File: src/rtl/multicycle_controller.sv
// Multicycle RISC-V style datapath controller: IF/ID/EX/MEM/WB sequencing
// with memory handshakes on mem_ready and a one-cycle retire pulse.

package multicycle_opcodes_pkg;
  localparam logic [6:0] OP_ARITHMETIC     = 7'b0110011;
  localparam logic [6:0] OP_ARITHMETIC_IMM = 7'b0010011;
  localparam logic [6:0] OP_LOAD           = 7'b0000011;
  localparam logic [6:0] OP_STORE          = 7'b0100011;
  localparam logic [6:0] OP_BRANCH         = 7'b1100011;
  localparam logic [6:0] OP_JAL            = 7'b1101111;
  localparam logic [6:0] OP_JALR           = 7'b1100111;
  localparam logic [6:0] OP_ECALL          = 7'b1110011;
endpackage

// state | meaning
// IF    | fetch at PC, wait for mem_ready, load IR
// ID    | decode, ALUOut <= PC+imm; ECALL/unknown opcodes retire here
// EX    | execute; branches and jumps retire here
// MEM   | data access at ALUOut; STORE retires on mem_ready
// WB    | register writeback, PC <= PC+4
module multicycle_controller
  import multicycle_opcodes_pkg::*;
(
  input  logic       clk,
  input  logic       reset,
  input  logic [6:0] opcode,
  input  logic       bcond,
  input  logic       mem_ready,
  output logic       pc_write,
  output logic [1:0] pc_source,
  output logic       i_or_d,
  output logic       mem_read,
  output logic       mem_write,
  output logic       ir_write,
  output logic       reg_write,
  output logic       mem_to_reg,
  output logic       pc_to_reg,
  output logic       alu_src_a,
  output logic [1:0] alu_src_b,
  output logic [1:0] alu_op,
  output logic       is_ecall,
  output logic       retire,
  output logic [2:0] state
);

  typedef enum logic [2:0] {
    S_IF  = 3'd0,
    S_ID  = 3'd1,
    S_EX  = 3'd2,
    S_MEM = 3'd3,
    S_WB  = 3'd4
  } state_t;

  state_t state_q, state_d;

  logic       pc_write_c;
  logic [1:0] pc_source_c;
  logic       i_or_d_c;
  logic       mem_read_c;
  logic       mem_write_c;
  logic       ir_write_c;
  logic       reg_write_c;
  logic       mem_to_reg_c;
  logic       pc_to_reg_c;
  logic       alu_src_a_c;
  logic [1:0] alu_src_b_c;
  logic [1:0] alu_op_c;
  logic       is_ecall_c;
  logic       known_op;

  always_ff @(posedge clk or posedge reset) begin
    if (reset) state_q <= S_IF;
    else       state_q <= state_d;
  end

  always_comb begin
    known_op = 1'b0;
    case (opcode)
      OP_ARITHMETIC, OP_ARITHMETIC_IMM, OP_LOAD, OP_STORE,
      OP_BRANCH, OP_JAL, OP_JALR, OP_ECALL: known_op = 1'b1;
      default:                              known_op = 1'b0;
    endcase
  end

  always_comb begin
    state_d      = S_IF;
    pc_write_c   = 1'b0;
    pc_source_c  = 2'd0;
    i_or_d_c     = 1'b0;
    mem_read_c   = 1'b0;
    mem_write_c  = 1'b0;
    ir_write_c   = 1'b0;
    reg_write_c  = 1'b0;
    mem_to_reg_c = 1'b0;
    pc_to_reg_c  = 1'b0;
    alu_src_a_c  = 1'b0;
    alu_src_b_c  = 2'd0;
    alu_op_c     = 2'd0;
    is_ecall_c   = 1'b0;

    case (state_q)
      S_IF: begin
        i_or_d_c   = 1'b0;
        mem_read_c = 1'b1;
        ir_write_c = mem_ready;
        state_d    = mem_ready ? S_ID : S_IF;
      end

      S_ID: begin
        alu_src_a_c = 1'b0;
        alu_src_b_c = 2'd2;
        alu_op_c    = 2'd0;
        if (opcode == OP_ECALL) begin
          is_ecall_c = 1'b1;
          pc_write_c = 1'b1;
          state_d    = S_IF;
        end else if (!known_op) begin
          // Unrecognised opcodes retire as a NOP rather than trapping.
          pc_write_c = 1'b1;
          state_d    = S_IF;
        end else begin
          state_d = S_EX;
        end
      end

      S_EX: begin
        case (opcode)
          OP_ARITHMETIC: begin
            alu_src_a_c = 1'b1;
            alu_src_b_c = 2'd0;
            alu_op_c    = 2'd2;
            state_d     = S_WB;
          end
          OP_ARITHMETIC_IMM: begin
            alu_src_a_c = 1'b1;
            alu_src_b_c = 2'd2;
            alu_op_c    = 2'd2;
            state_d     = S_WB;
          end
          OP_LOAD, OP_STORE: begin
            alu_src_a_c = 1'b1;
            alu_src_b_c = 2'd2;
            alu_op_c    = 2'd0;
            state_d     = S_MEM;
          end
          OP_BRANCH: begin
            // Branch target was computed in ID and sits in ALUOut.
            alu_src_a_c = 1'b1;
            alu_src_b_c = 2'd0;
            alu_op_c    = 2'd1;
            pc_write_c  = 1'b1;
            pc_source_c = bcond ? 2'd1 : 2'd0;
            state_d     = S_IF;
          end
          OP_JAL: begin
            pc_write_c  = 1'b1;
            pc_source_c = 2'd1;
            reg_write_c = 1'b1;
            pc_to_reg_c = 1'b1;
            state_d     = S_IF;
          end
          OP_JALR: begin
            alu_src_a_c = 1'b1;
            alu_src_b_c = 2'd2;
            alu_op_c    = 2'd0;
            pc_write_c  = 1'b1;
            pc_source_c = 2'd2;
            reg_write_c = 1'b1;
            pc_to_reg_c = 1'b1;
            state_d     = S_IF;
          end
          default: state_d = S_IF;
        endcase
      end

      S_MEM: begin
        if (opcode == OP_LOAD) begin
          i_or_d_c   = 1'b1;
          mem_read_c = 1'b1;
          state_d    = mem_ready ? S_WB : S_MEM;
        end else if (opcode == OP_STORE) begin
          i_or_d_c    = 1'b1;
          mem_write_c = 1'b1;
          pc_write_c  = mem_ready;
          state_d     = mem_ready ? S_IF : S_MEM;
        end else begin
          state_d = S_IF;
        end
      end

      S_WB: begin
        reg_write_c  = 1'b1;
        mem_to_reg_c = (opcode == OP_LOAD);
        pc_write_c   = 1'b1;
        pc_source_c  = 2'd0;
        state_d      = S_IF;
      end

      default: state_d = S_IF;
    endcase
  end

  // Reset masks every request combinationally so an in-flight access
  // is dropped in the same cycle, not at the next edge.
  always_comb begin
    pc_write   = ~reset & pc_write_c;
    pc_source  = reset ? 2'd0 : pc_source_c;
    i_or_d     = ~reset & i_or_d_c;
    mem_read   = ~reset & mem_read_c;
    mem_write  = ~reset & mem_write_c;
    ir_write   = ~reset & ir_write_c;
    reg_write  = ~reset & reg_write_c;
    mem_to_reg = ~reset & mem_to_reg_c;
    pc_to_reg  = ~reset & pc_to_reg_c;
    alu_src_a  = ~reset & alu_src_a_c;
    alu_src_b  = reset ? 2'd0 : alu_src_b_c;
    alu_op     = reset ? 2'd0 : alu_op_c;
    is_ecall   = ~reset & is_ecall_c;
    retire     = ~reset & pc_write_c;
  end

  assign state = state_q;

endmodule

File: config.mk
export PLATFORM = sky130hd
export DESIGN_NAME = multicycle_controller
export DESIGN_NICKNAME = d
export VERILOG_FILES = /design/src/rtl/multicycle_controller.sv
export SDC_FILE = /design/constraint.sdc
export NUM_CORES = 1
export LEC_CHECK = 0
export CORE_AREA = 5 5 42 44
export DETAILED_ROUTE_END_ITERATION = 10
export DIE_AREA = 0 0 47 49
export PLACE_DENSITY = 0.79
export SKIP_LAST_GASP = 1
export SLEW_MARGIN = 5
export SYNTH_ARGS = -nofsm -noshare
export SYNTH_HDL_FRONTEND = slang
export SYNTH_SLANG_ARGS = --single-unit
export TNS_END_PERCENT = 10
File: constraint.sdc
create_clock -name clk -period 4.4 [get_ports clk]
set_input_delay 0.66 -clock clk [delete_from_list [all_inputs] [get_ports clk]]
set_output_delay 0.66 -clock clk [all_outputs]
set_load 0.05 [all_outputs]
* Word-level counts from Yosys, hierarchy flattened
Index checks and enable logic that the tools add are counted.
W data, S select, Z words.
** Word-level totals
- Output and inout port bits :: 20
- Register bits after elaboration :: 3
** Cells by class
- Equality and inequality tests :: 12
- Bitwise logic cells :: 11
- Multiplexer cells :: 42
- Reduce and logical (&&, ||, !) cells :: 8
** Operator list (number)
- $eq A7 B7 Y1 const B :: 4
- $mux W1 :: 22
- $mux W2 :: 10
- $eq A7 B6 Y1 const B :: 2
- $pmux W3 S4 :: 1
- $and A1 B1 Y1 :: 10
- $pmux W2 S2 :: 2
- $reduce_or A8 Y1 :: 1
- $eq A7 B2 Y1 const B :: 1
- $eq A7 B5 Y1 const B :: 1
- $eq A3 B2 Y1 const B :: 2
- $mux W3 :: 2
- $pmux W2 S3 :: 1
- $pmux W3 S2 :: 1
- $reduce_or A2 Y1 :: 3
- $reduce_or A6 Y1 :: 1
- $pmux W1 S2 :: 2
- $pmux W1 S4 :: 1
- $reduce_or A4 Y1 :: 1
- $eq A3 B1 Y1 const B :: 1
- $eq A3 B3 Y1 const B :: 1
- $logic_not A3 Y1 :: 1
- $reduce_or A3 Y1 :: 1
- $not A1 Y1 :: 1

* Longest topological paths before layout
- Depth in word-level cells :: 7
- Mapped depth :: 6

* Least setup slack after synthesis
OpenSTA, ideal clock, no wires.
- Path kind :: register -> output
- Start point :: register state_q[1], in the netlist state[1]
- End point :: output port alu_op[1]
- Cell stages (with the launch flop) :: 5
- Data arrival time :: 2986 ps
- Slack :: 754 ps
- Buffers on the path :: 1
- Path through :: dfrtp_1 > clkbuf_1 > nand2b_1 > nand2b_1 > nor4b_1
** Between the ends
- Word-level cells in the longest chain between the ends :: 3
** RTL lines
- start, declared :: RTL line 54 : state_t state_q, state_d;
- start signal, assigned :: RTL line 73 : else state_q <= state_d;
- $eq A3 B2 Y1 :: RTL line 101 : case (state_q)
- $mux W2 :: RTL line 101
- $mux W2 :: RTL line 217 : alu_op = reset ? 2'd0 : alu_op_c;
- end, declared :: RTL line 40 : output logic [1:0] alu_op,
No other way between the ends.

* Worst setup path after layout
- Start point :: input port opcode[4]
- End point :: output port pc_write
** Between the ends
- Word-level cells in the longest chain between the ends :: 7
- Elaborated cells on any way between the ends :: 18
** RTL lines
- start, declared :: RTL line 26 : input logic [6:0] opcode,
- $eq A7 B7 Y1 (tied with other cells) :: RTL line 78, 113
- $reduce_or A8 Y1 :: RTL line 78 : case (opcode)
- $mux W1 :: RTL line 78
- $mux W1 :: RTL line 117 : end else if (!known_op) begin
- $mux W1 :: RTL line 113 : if (opcode == OP_ECALL) begin
- $pmux W1 S4 (*) :: RTL line 101
- $and A1 B1 Y1 (*) :: RTL line 206 : pc_write = ~reset & pc_write_c;
- end, declared :: RTL line 29 : output logic pc_write,
Mark *: on every way between the ends. The rest lies on a longest branch, timed or not.

==> results_dict.tcl <==
set metrics [dict create \
    status "complete, no violations" \
    fmax_mhz 266 \
    synthTopCellsByArea "dfrtp_1, nor2_1, nor3_1, nor4_1, nand2b_1" \
    cp-start-kind "input pin" \
    synth_area_leader_cell "dfrtp_1" \
    fin_util_pct 55.4 \
    grt_pass1_vias 590 \
    antenna_cells 0 \
    clkSlewWorstSetupHoldPaths_ns 0.03 \
    fin_area_um2 777 \
    crit_path_end_kind "primary output" \
    grt_start_max_net_pins 11 \
    dieArea_um2 2300 \
    yosys_most_used_dff "dfrtp_1" \
    setup_viol_count_final 0 \
    cts_resized 0 \
    ant_nets 0 \
    slew_headroom_pct 65.9 \
    path_max_fanout 8 \
    clockBufferDepth 2 \
    drc 0 \
    fin_ws_ns 0.644 \
    hpwl_um 1210 \
    antenna_found_initial 0 \
    num_rows 14 \
    final_cells 112 \
    grt_remaining_overflow 0 \
    via_per_inst 5.62 \
    chipHeight_um 49 \
    ir_worst_vdd_uv 141 \
    synthCells 69 \
    vias 629 \
    rsz0062_at_grt "no" \
    postCtsSetupRepairBufs 0 \
    cts_made_buffers 3 \
    endpoint "pc_write" \
    reg2reg_slack_ns 3.25 \
    layout-drive-gt1-share_pct 7.29 \
    ys_ff_latch 3 \
    min_period_ns 3.76 \
    grt_pass1_wl_um 2430 \
    dr.pass1.iters 4 \
    dp.cells 108 \
    cts-root-buf "clkbuf_4" \
    startpoint "opcode[4]" \
    rr_startpoint "state[0]" \
    slew_viol_final 0 \
    finalHoldViolations 0 \
    yosysUniqueCellTypes 29 \
    synth-edff-count 0 \
    worst_pin_slew_ns 0.510 \
    r2r-end "state[2]" \
    cts_tree "built" \
    finClkSkew_ns 0.000925 \
    dpl_worst_slack_ns 0.623 \
    largest_reg_flops 3 \
    rr_worst_depth 4 \
    fillers 140 \
    portBuffers 29 \
    clk_latency_ns 0.23 \
    area.growth.synth_to_final_pct 65.2 \
    hp-class "reg -> reg" \
    finalNetCount 108 \
    worstPathRequired_ns 3.74 \
    power.density_nw_per_um2 174 \
    cts-hold-fix-buffers 0 \
    place_area_um2 751 \
    synth_top_area_share_pct 16.0 \
    syn_nets 80 \
    syn_area_um2 470 \
    setup-tns-final_ns 0 \
    wire_per_inst_um 13.7 \
    ios 31 \
    arrival_ns 3.10 \
    period_share_pct 85.4 \
    path_class "in -> out" \
    die_w_um 47 \
    syn_area_per_cell_um2 6.82 \
    cts.sinks 3 \
    drt-total-wl_um 1530 \
    yosys_warnings 0 \
    fp.coreArea_um2 1400 \
    place.gp.congestion 0.855 \
    grtUsageTotal_pct 13.8 \
    maxCapViolations 0 \
    start_util_pct 33.6 \
    synth-async-reset-ratio_pct 100 \
    drtIter0Drc 21 \
    p_leak_nw 0.265 \
    cts.htree.levels 1 \
    synth_seq_area_share_pct 16.0 \
]
==> layout by cell type (no fill, tap or decap) <==
cell type	Yosys	layout
a211oi_1	1	1
a22oi_1	1	1
and3_1	1	1
inv_1	2	2
a31oi_1	1	1
nor4_1	5	5
nor2_1	11	11
o21ai_0	2	2
a221oi_1	1	1
clkbuf_1	4	1
a221o_2	1	1
nand3b_1	1	1
clkdlybuf4s50_1	0	29
nor4_4	1	1
nor3_1	7	7
or4_4	1	1
o21bai_1	1	1
clkbuf_4	0	3
nor4b_1	1	1
conb_1	1	1
nand2_1	4	4
a21oi_1	4	4
or3_1	1	1
nand3_1	4	4
nand2b_1	4	4
nand4bb_1	1	1
nand3b_4	1	1
dfrtp_1	3	3
o41ai_1	1	1
nor2b_1	1	1
==> stage by stage <==
stage               hold WS [ns]  total power [mW]
CTS                        0.561             0.138
detailed placement         0.554            0.0868
global placement           0.540            0.0864
finish                     0.562             0.135
floorplan                  0.430            0.0649
global route               0.594             0.145
==> worst min-delay path by stage <==
stage                         from  cells after the start        to
after global routing      state[2]                      1  state[1]
after CTS                 state[2]                      1  state[1]
final                     state[2]                      1  state[1]
after floorplan              reset                      1  state[0]
after global placement    state[2]                      1  state[1]
after detailed placement  state[2]                      1  state[1]
==> cell families (layout without fill, tap and decap cells) <==
kind of cell           Yosys count  in the layout  synth area share [%]
and+or+nand+nor                 44             44                  56.6
AOI/OAI and AO/OA               13             13                  18.6
buffers and inverters            8             35                  7.98
DFF                              3              3                  16.0
other                            1              1                 0.797
==> synth_stat cells (2+ instances only) <==
cell type and instances:
nor2_1 11, buf_4 2, nand2b_1 4, nor4_1 5, nand2_1 4, a21oi_1 4
clkbuf_1 4, dfrtp_1 3, nor3_1 7, nand3_1 4, inv_1 2, o21ai_0 2
==> final cells by class <==
class | count | area (µm²) | share of cell area, %
multi-input combinational | 58 | 358 | 46.1
sequential | 3 | 75.1 | 9.66
inverter | 2 | 7.51 | 0.966
clock buffer | 4 | 26.3 | 3.38
timing repair buffer | 29 | 290 | 37.4
tap | 16 | 20.0 | 2.58
==> layer usage <==
metal | GRT usage (%) | share of wire (%) | up-vias | routed length (µm)
li1 | - | - | 309 | -
met1 | 17.8 | 39 | 274 | 604
met2 | 20.1 | 48 | 44 | 730
met3 | 6.27 | 12 | 2 | 186
met4 | 4.15 | 0.65 | 0 | 10
met5 | 0 | 0 | - | 0
==> worst max-delay path, stage by stage <==
cell	delay (ns)
clkdlybuf4s50_1	0.50
nand3b_4	0.23
or4_4	0.47
nor4_4	0.24
a221o_2	0.20
clkdlybuf4s50_1	0.80
==> power by group <==
part	total (mW)	leakage, nW	internal (mW)	switching (mW)
sequential	0.0306	0.0400	0.0287	0.00197
clock	0.0486	0.0150	0.0340	0.0146
combinational	0.0562	0.210	0.0211	0.0350
Note: power is estimated with default switching activity, not from simulation.
